## src/rtl/if_stage_pkg.sv

```systemverilog
// Shared definitions for the fetch stage: next-PC select codes, bubble encoding
// and reset vector, plus the branch-offset helper.
package if_stage_pkg;

    typedef enum logic [1:0] {
        PC_SRC_SEQ = 2'b00,
        PC_SRC_BR  = 2'b01,
        PC_SRC_J   = 2'b10,
        PC_SRC_JR  = 2'b11
    } pc_src_e;

    localparam logic [31:0] NOP_INST_DEF = 32'h0000_0000;
    localparam logic [31:0] RESET_PC_DEF = 32'h0000_0000;

    // Sign-extended word offset of an I-type branch, already scaled to bytes.
    function automatic logic [31:0] br_offset(input logic [15:0] imm);
        return {{14{imm[15]}}, imm, 2'b00};
    endfunction

endpackage

```

## src/rtl/if_stage_perf_counter.sv

```systemverilog
// Saturating up-counter; sticks at all-ones instead of wrapping.
module perf_counter #(
    parameter int WIDTH = 32
) (
    input  logic             clk,
    input  logic             rst,
    input  logic             inc,
    output logic [WIDTH-1:0] cnt
);

    always_ff @(posedge clk) begin
        if (rst)
            cnt <= '0;
        else if (inc && (cnt != {WIDTH{1'b1}}))
            cnt <= cnt + 1'b1;
    end

endmodule

```

## src/rtl/if_stage.sv

```systemverilog
// Instruction-fetch stage: PC register, IF/ID pipeline register, ID-resolved
// branch/jump/jr redirect, and debug performance counters.
module if_stage
    import if_stage_pkg::*;
#(
    parameter logic [31:0] RESET_PC = RESET_PC_DEF,
    parameter logic [31:0] NOP_INST = NOP_INST_DEF
) (
    input  logic        clk,
    input  logic        rst,
    input  logic        cpu_en,
    input  logic        data_hazard_stall,
    input  logic        control_hazard_stall,
    input  logic [1:0]  pc_src,
    input  logic [31:0] rs_data,
    output logic [31:0] imem_addr,
    input  logic [31:0] imem_data,
    output logic [31:0] id_inst,
    output logic [31:0] id_pc4,
    output logic        id_valid,
    output logic [31:0] cnt_cycle,
    output logic [31:0] cnt_stall,
    output logic [31:0] cnt_flush
);

    logic [31:0] pc;
    logic [31:0] seq_pc;
    logic [31:0] br_tgt;
    logic [31:0] j_tgt;
    logic [31:0] redir_pc;

    assign imem_addr = pc;
    assign seq_pc    = pc + 32'd4;
    assign br_tgt    = id_pc4 + br_offset(id_inst[15:0]);
    assign j_tgt     = {id_pc4[31:28], id_inst[25:0], 2'b00};

    // A not-taken branch resumes at the slot that the redirect squashed.
    always_comb begin
        redir_pc = id_pc4;
        case (pc_src_e'(pc_src))
            PC_SRC_SEQ: redir_pc = id_pc4;
            PC_SRC_BR:  redir_pc = br_tgt;
            PC_SRC_J:   redir_pc = j_tgt;
            PC_SRC_JR:  redir_pc = rs_data;
            default:    redir_pc = id_pc4;
        endcase
    end

    // Data hazard outranks the redirect: branch operands may still be stale.
    always_ff @(posedge clk) begin
        if (rst) begin
            pc       <= RESET_PC;
            id_inst  <= NOP_INST;
            id_pc4   <= 32'd0;
            id_valid <= 1'b0;
        end else if (cpu_en && !data_hazard_stall) begin
            if (control_hazard_stall) begin
                pc       <= redir_pc;
                id_inst  <= NOP_INST;
                id_pc4   <= 32'd0;
                id_valid <= 1'b0;
            end else begin
                pc       <= seq_pc;
                id_inst  <= imem_data;
                id_pc4   <= seq_pc;
                id_valid <= 1'b1;
            end
        end
    end

    logic stall_inc;
    logic flush_inc;

    assign stall_inc = cpu_en && data_hazard_stall;
    assign flush_inc = cpu_en && !data_hazard_stall && control_hazard_stall;

    perf_counter #(.WIDTH(32)) u_cnt_cycle (
        .clk (clk),
        .rst (rst),
        .inc (cpu_en),
        .cnt (cnt_cycle)
    );

    perf_counter #(.WIDTH(32)) u_cnt_stall (
        .clk (clk),
        .rst (rst),
        .inc (stall_inc),
        .cnt (cnt_stall)
    );

    perf_counter #(.WIDTH(32)) u_cnt_flush (
        .clk (clk),
        .rst (rst),
        .inc (flush_inc),
        .cnt (cnt_flush)
    );

endmodule

```

## config.mk

```make
export PLATFORM = sky130hd
export DESIGN_NAME = if_stage
export DESIGN_NICKNAME = d
export VERILOG_FILES = /design/src/rtl/if_stage_pkg.sv /design/src/rtl/if_stage_perf_counter.sv /design/src/rtl/if_stage.sv
export SDC_FILE = /design/constraint.sdc
export NUM_CORES = 1
export LEC_CHECK = 0
export BUFFER_PORTS_ARGS = -buffer_cell sky130_fd_sc_hd__buf_2
export CAP_MARGIN = 20
export CORE_UTILIZATION = 40
export CTS_CLUSTER_DIAMETER = 30
export CTS_CLUSTER_SIZE = 16
export DETAILED_ROUTE_END_ITERATION = 10
export GPL_TIMING_DRIVEN = 0
export MAX_ROUTING_LAYER = met4
export PLACE_DENSITY_LB_ADDON = 0.2
export SYNTH_ARGS = -nofsm -noshare
export SYNTH_HDL_FRONTEND = slang
export SYNTH_HIERARCHICAL = 1
export SYNTH_SLANG_ARGS = --single-unit
```

## constraint.sdc

```tcl
create_clock -name clk -period 3.3 [get_ports clk]
set_input_delay 0.165 -clock clk [delete_from_list [all_inputs] [get_ports clk]]
set_output_delay 0.165 -clock clk [all_outputs]
set_load 0.005 [all_outputs]
```

## Word-level counts from Yosys, hierarchy flattened

Index checks and enable logic that the tools add are counted.
W data, S select, Z words.

- Output and inout port bits: 193
- Word-level logic and storage cells: 31
- Input port bits: 71
- Register bits: 193

- Reductions and logical operators: 8
- Add/subtract/negate cells: 5
- Eq/ne operators: 6
- Muxes and demuxes: 5

Operators with widths:

| kind | number |
|---|---|
| $pmux W32 S4 | 1 |
| $add A32 B1 Y32 const B | 3 |
| $mux W32 | 3 |
| $ne A32 B32 Y1 const B | 3 |
| $add A32 B3 Y32 const B | 1 |
| $add A32 B32 Y32 | 1 |
| $logic_and A1 B1 Y1 | 6 |
| $eq A2 B2 Y1 const B | 2 |
| $eq A2 B1 Y1 const B | 1 |
| $logic_not A2 Y1 | 1 |
| $logic_not A1 Y1 | 1 |
| $mux W1 | 1 |

## Depth between registers and ports, before layout

- Depth in word-level cells: 4
- Depth in mapped cells: 11

## Hierarchy

Netlist, hierarchy kept.

Modules (own cells, without submodules):

| module | seq. area each (µm²) | times used | area an instance (µm²) | cells an instance |
|---|---|---|---|---|
| if_stage | 1941.9 | 1 | 6869.1 | 858 |
| perf_counter | 640.6 | 3 | 1674.1 | 199 |

## Least setup slack after synthesis

No wires, ideal clock.

- Path kind: register -> register
- Start: register id_inst[15]
- End: register pc[29] (netlist: imem_addr[29])
- Path buffers: 1
- Slack: 0.642 ns
- Cell stages (with the launch flop): 11
- Setup time: 0.120 ns
- Arrival time: 2.538 ns
- Cell sequence: dfxtp_1 -> ha_1 -> buf_2 -> a21oi_1 -> a21boi_0 -> a311oi_2 -> a2bb2oi_1 -> o211ai_1 -> a41oi_1 -> mux2i_1 -> a211o_1

- Longest elaborated chain between the ends: 3

Ends and longest elaborated chain:

| item | line | text |
|---|---|---|
| from (decl) | if_stage.sv:18 | `output logic [31:0] id_inst,` |
| from (signal assigned) | if_stage.sv:64 | `id_inst <= imem_data;` |
| $add A32 B32 Y32 | if_stage.sv:34 | `assign br_tgt = id_pc4 + br_offset(id_inst[15:0]);` |
| $pmux W32 S4 | if_stage.sv:40 | `case (pc_src_e'(pc_src))` |
| $mux W32 | if_stage.sv:57 | `if (control_hazard_stall) begin` |
| to (signal assigned) | if_stage.sv:58 | `pc <= redir_pc;` |
| to (signal assigned) | if_stage.sv:63 | `pc <= seq_pc;` |
| to (decl) | if_stage.sv:26 | `logic [31:0] pc;` |

Every way passes these cells.
A chain may end at the register's enable or synchronous reset.

## Worst setup path in the final report

Ends and elaborated chain as after synthesis.

==> flow_summary.toml <==
[worst_setup_path]
crit_slowest_cell = "dfxtp_2"
cp_slowest_stage_delay_ps = 620
cp-start-kind = "flop"
path_class = "flop to flop"
required_ps = 3640
cp_top_family = "compound AO/OA/AOI/OAI gates"
path_cells = "ha_1 -> buf_2 -> nand4_1 -> or3_1 -> a211oi_1 -> nor2_1 -> o211ai_1 -> a41oi_1 -> mux2i_1 -> a211o_1"
cp_max_fo = 18
cp.arrival_ps = 3510
setup.worst_path.end_class = "flop"
path_buf_inv = 1

[grt]
grt_pass1_vias = 11830
grt-ovfl-total = 0
track_usage = 0.2918
grt_max_degree = 19
antenna_found_initial = 0
grt_pass1_wl_mm = 67.18

[cells_and_area]
area_growth_pct = 22.25
drive_above_1_share = 0.2144
nets = 1869
multi_input_area_um2 = 7556
seq_area_um2 = 3865
utilization = 0.5011
antennaDiodeCount = 0
final_cells = 2161
final.fill_count = 2920

[cts]
worst_setup_hold_path_clk_slew_ps = 80
post_cts_buffers = 0
numClockSinks = 193
cts_tree = "yes"
insertion_delay_ps = 450
ctsLongestPathBuffers = 2
cts-root-buf = "clkbuf_16"
cts.htree.levels = 4
cts_buffers = 17

[detailed_routing]
drtPass1Iterations = 7
drc = 0
drtAntennaViolNets = 0
drt-vias-per-instance = 5.986
routed_wl_mm = 44.07
drtIter0Drc = 1191
vias = 12940
routedWlPerCell_um = 20.39

[die]
coreArea_um2 = 29010
fp.dieW_um = 174.4
io_pins = 264
die_y_um = 174.4
rows = 62
dieArea_um2 = 30420
start_util = 0.4099

[synthesis]
syn_inst = 1455
synth_top_family_by_area = "simple AND/OR/NAND/NOR gates"
yosys.area_share.adder = 0.03641
yosysWarnings = 6
synth_nets = 1560
ys_seq_elements = 193
muxShareOfSynthArea = 0.04503
async_flop_share = 0
synth_ff_type = "dfxtp_1"
netlist_area_um2 = 11890
synth-simple-area-share = 0.2797
yosysSeqAreaShare = 0.3249
syn_avg_cell_area_um2 = 8.173
yosysUniqueCellTypes = 85
synth_xor_area_frac = 0.04861
synth-edff-count = 0
synth_compound_area_frac = 0.2257

[place]
gp_congestion = 0.9487
port_buffers = 261
dp_hpwl_mm = 32.86
place_inst = 2100

[timing]
tightestPinTransition_ps = 1021
slew_headroom = 0.3192
final.min_clock_period_ps = 3172
fin_crit_sh = 0.9613
rsz0062_at_grt = "no"
final_max_slew_viol_count = 0
hold_viol = 0
fmax_ghz = 0.3152
fin_worst_hold_slack_ps = 24.62
finalSetupViolCount = 0
skew_ps = 16.18

[power]
p_clk_frac = 0.402
pwr-share-comb = 0.120
pwr_density_cell_nw_per_um2 = 351.9
p_int_mw = 3.632
swShare = 0.2900
p_switching_mw = 1.484
p_leak_nw = 5.821
ir_drop_mv = 0.3644
p_total_mw = 5.116
p_seq_frac = 0.478

[run_status]
status = "complete, no violations"

[job]
drv_cap = 0

[min_path]
hold_path_class = "input pin to flop"
## tightest hold or removal path: stages
cell      delay (ps)
buf_2            100
nand3b_1          90
a21oi_1           70
## worst paths after layout
check,end,depth (start not counted),slack [ps],start
setup / recovery,imem_addr[29],10,130,id_inst[15]
hold / removal,id_inst[28],3,20,imem_data[28]
setup reg to reg,imem_addr[29],10,130,id_inst[15]
hold reg to reg,id_inst[26],2,460,id_inst[26]
## layout make-up
cell class	count	share of cell area
buffer	96	0.02754
clock buffer	18	0.03021
clock inverter	14	0.008434
inverter	18	0.004648
multi-input combinational	1147	0.5198
sequential	193	0.2659
tap	384	0.03305
timing repair buffer	291	0.1105
## stage by stage
stage / setup TNS (ps) / instance area (um2) / setup WS, ps
floorplan: 0 / 11890 / 642.2
global placement: -1952 / 13680 / -466.5
detailed placement: -1919 / 13680 / -465.4
CTS: 0 / 14540 / 20.90
global route: 0 / 14540 / 31.31
finish: 0 / 14540 / 127.6
## placed cells by master (no fill, tap or decap), types with 10 or more instances in the layout
| master | synthesis | routed |
|---|---|---|
| or3_1 | 40 | 40 |
| ha_1 | 33 | 33 |
| nand3b_1 | 35 | 35 |
| nor2_1 | 124 | 124 |
| or4_1 | 36 | 36 |
| a21o_1 | 16 | 16 |
| dlygate4sd3_1 | 0 | 30 |
| a211oi_1 | 17 | 17 |
| and2_1 | 10 | 10 |
| mux2i_1 | 13 | 13 |
| a22oi_1 | 17 | 17 |
| nand4_1 | 37 | 37 |
| xnor2_1 | 38 | 38 |
| xor2_1 | 28 | 28 |
| nand3_1 | 55 | 55 |
| and4_1 | 19 | 19 |
| buf_2 | 15 | 276 |
| dfxtp_1 | 193 | 192 |
| nand2_1 | 116 | 116 |
| nor4_1 | 13 | 13 |
| o21ai_0 | 64 | 64 |
| mux4_2 | 10 | 10 |
| clkbuf_16 | 0 | 17 |
| nor2b_1 | 17 | 17 |
| and3_1 | 15 | 15 |
| o31ai_1 | 40 | 40 |
| a31oi_1 | 12 | 12 |
| mux2_2 | 13 | 13 |
| a21oi_1 | 153 | 153 |
| nor3_1 | 32 | 32 |
| clkbuf_1 | 69 | 68 |
| nand2b_1 | 12 | 12 |
| inv_1 | 18 | 18 |
## power groups by stage
stage	Sequential [mW]	Combinational, mW	Clock [mW]
2_1_floorplan	2.48	0.328	0
3_3_place_gp	2.50	0.565	0
3_5_place_dp	2.50	0.573	0
4_1_cts	2.44	0.603	2.09
5_1_grt	2.45	0.658	2.19
6_report	2.45	0.612	2.06
## synthesized netlist by cell type (all sizes together), types with 8 or more instances
cell type	instances	area (um2)
o21ai	65	325.3
xor2	28	245.2
or4	36	270.3
a21o	16	120.1
a22oi	17	127.6
nand2b	12	75.07
and2	11	71.32
and3	19	135.1
a21oi	156	792.0
nor3	33	170.2
clkbuf	71	280.3
or3	43	284.0
nand2	117	441.7
nand3b	35	262.8
nor4	17	140.1
nor2b	17	106.4
o22ai	8	50.05
mux2	16	180.2
nand3	59	315.3
and4	19	166.4
dfxtp	193	3864
nand4	38	244.0
o31ai	40	300.3
a31oi	13	87.58
nor2	124	465.5
a211oi	17	127.6
buf	26	123.9
xnor2	38	332.8
inv	18	67.56
ha	33	412.9
nor3b	9	67.56
o21a	8	60.06
mux4	10	225.2
mux2i	13	130.1
## sequential cells by signal, indices dropped and copies added, names as in the netlist
register         flops
id_inst             32
id_pc4              32
id_valid             1
imem_addr           32
u_cnt_cycle/cnt     32
u_cnt_flush/cnt     32
u_cnt_stall/cnt     32
## layer usage
layer | up-vias | global-route usage | share of wire
li1 | 6100 | - | -
met1 | 6173 | 0.3871 | 0.44
met2 | 596 | 0.4489 | 0.45
met3 | 66 | 0.04659 | 0.081
met4 | 0 | 0.09832 | 0.024
met5 | - | - | 0
## cells by family after synthesis
kind of cell             Yosys count
AO/OA/AOI/OAI                    406
XOR/XNOR                          66
adder cells (fa/ha/maj)           34
buffers and inverters            115
flip-flops                       193
multiplexers                      39
AND/OR/NAND/NOR                  602
## timing repair
item | 4_1_cts | 5_1_grt
endpoints found under the hold margin | 30 | 0
hold buffers | 30 | 0
resized for setup | 1 | 0
endpoints found under the setup margin | 1 | 1
(Power assumes the default switching activity.)
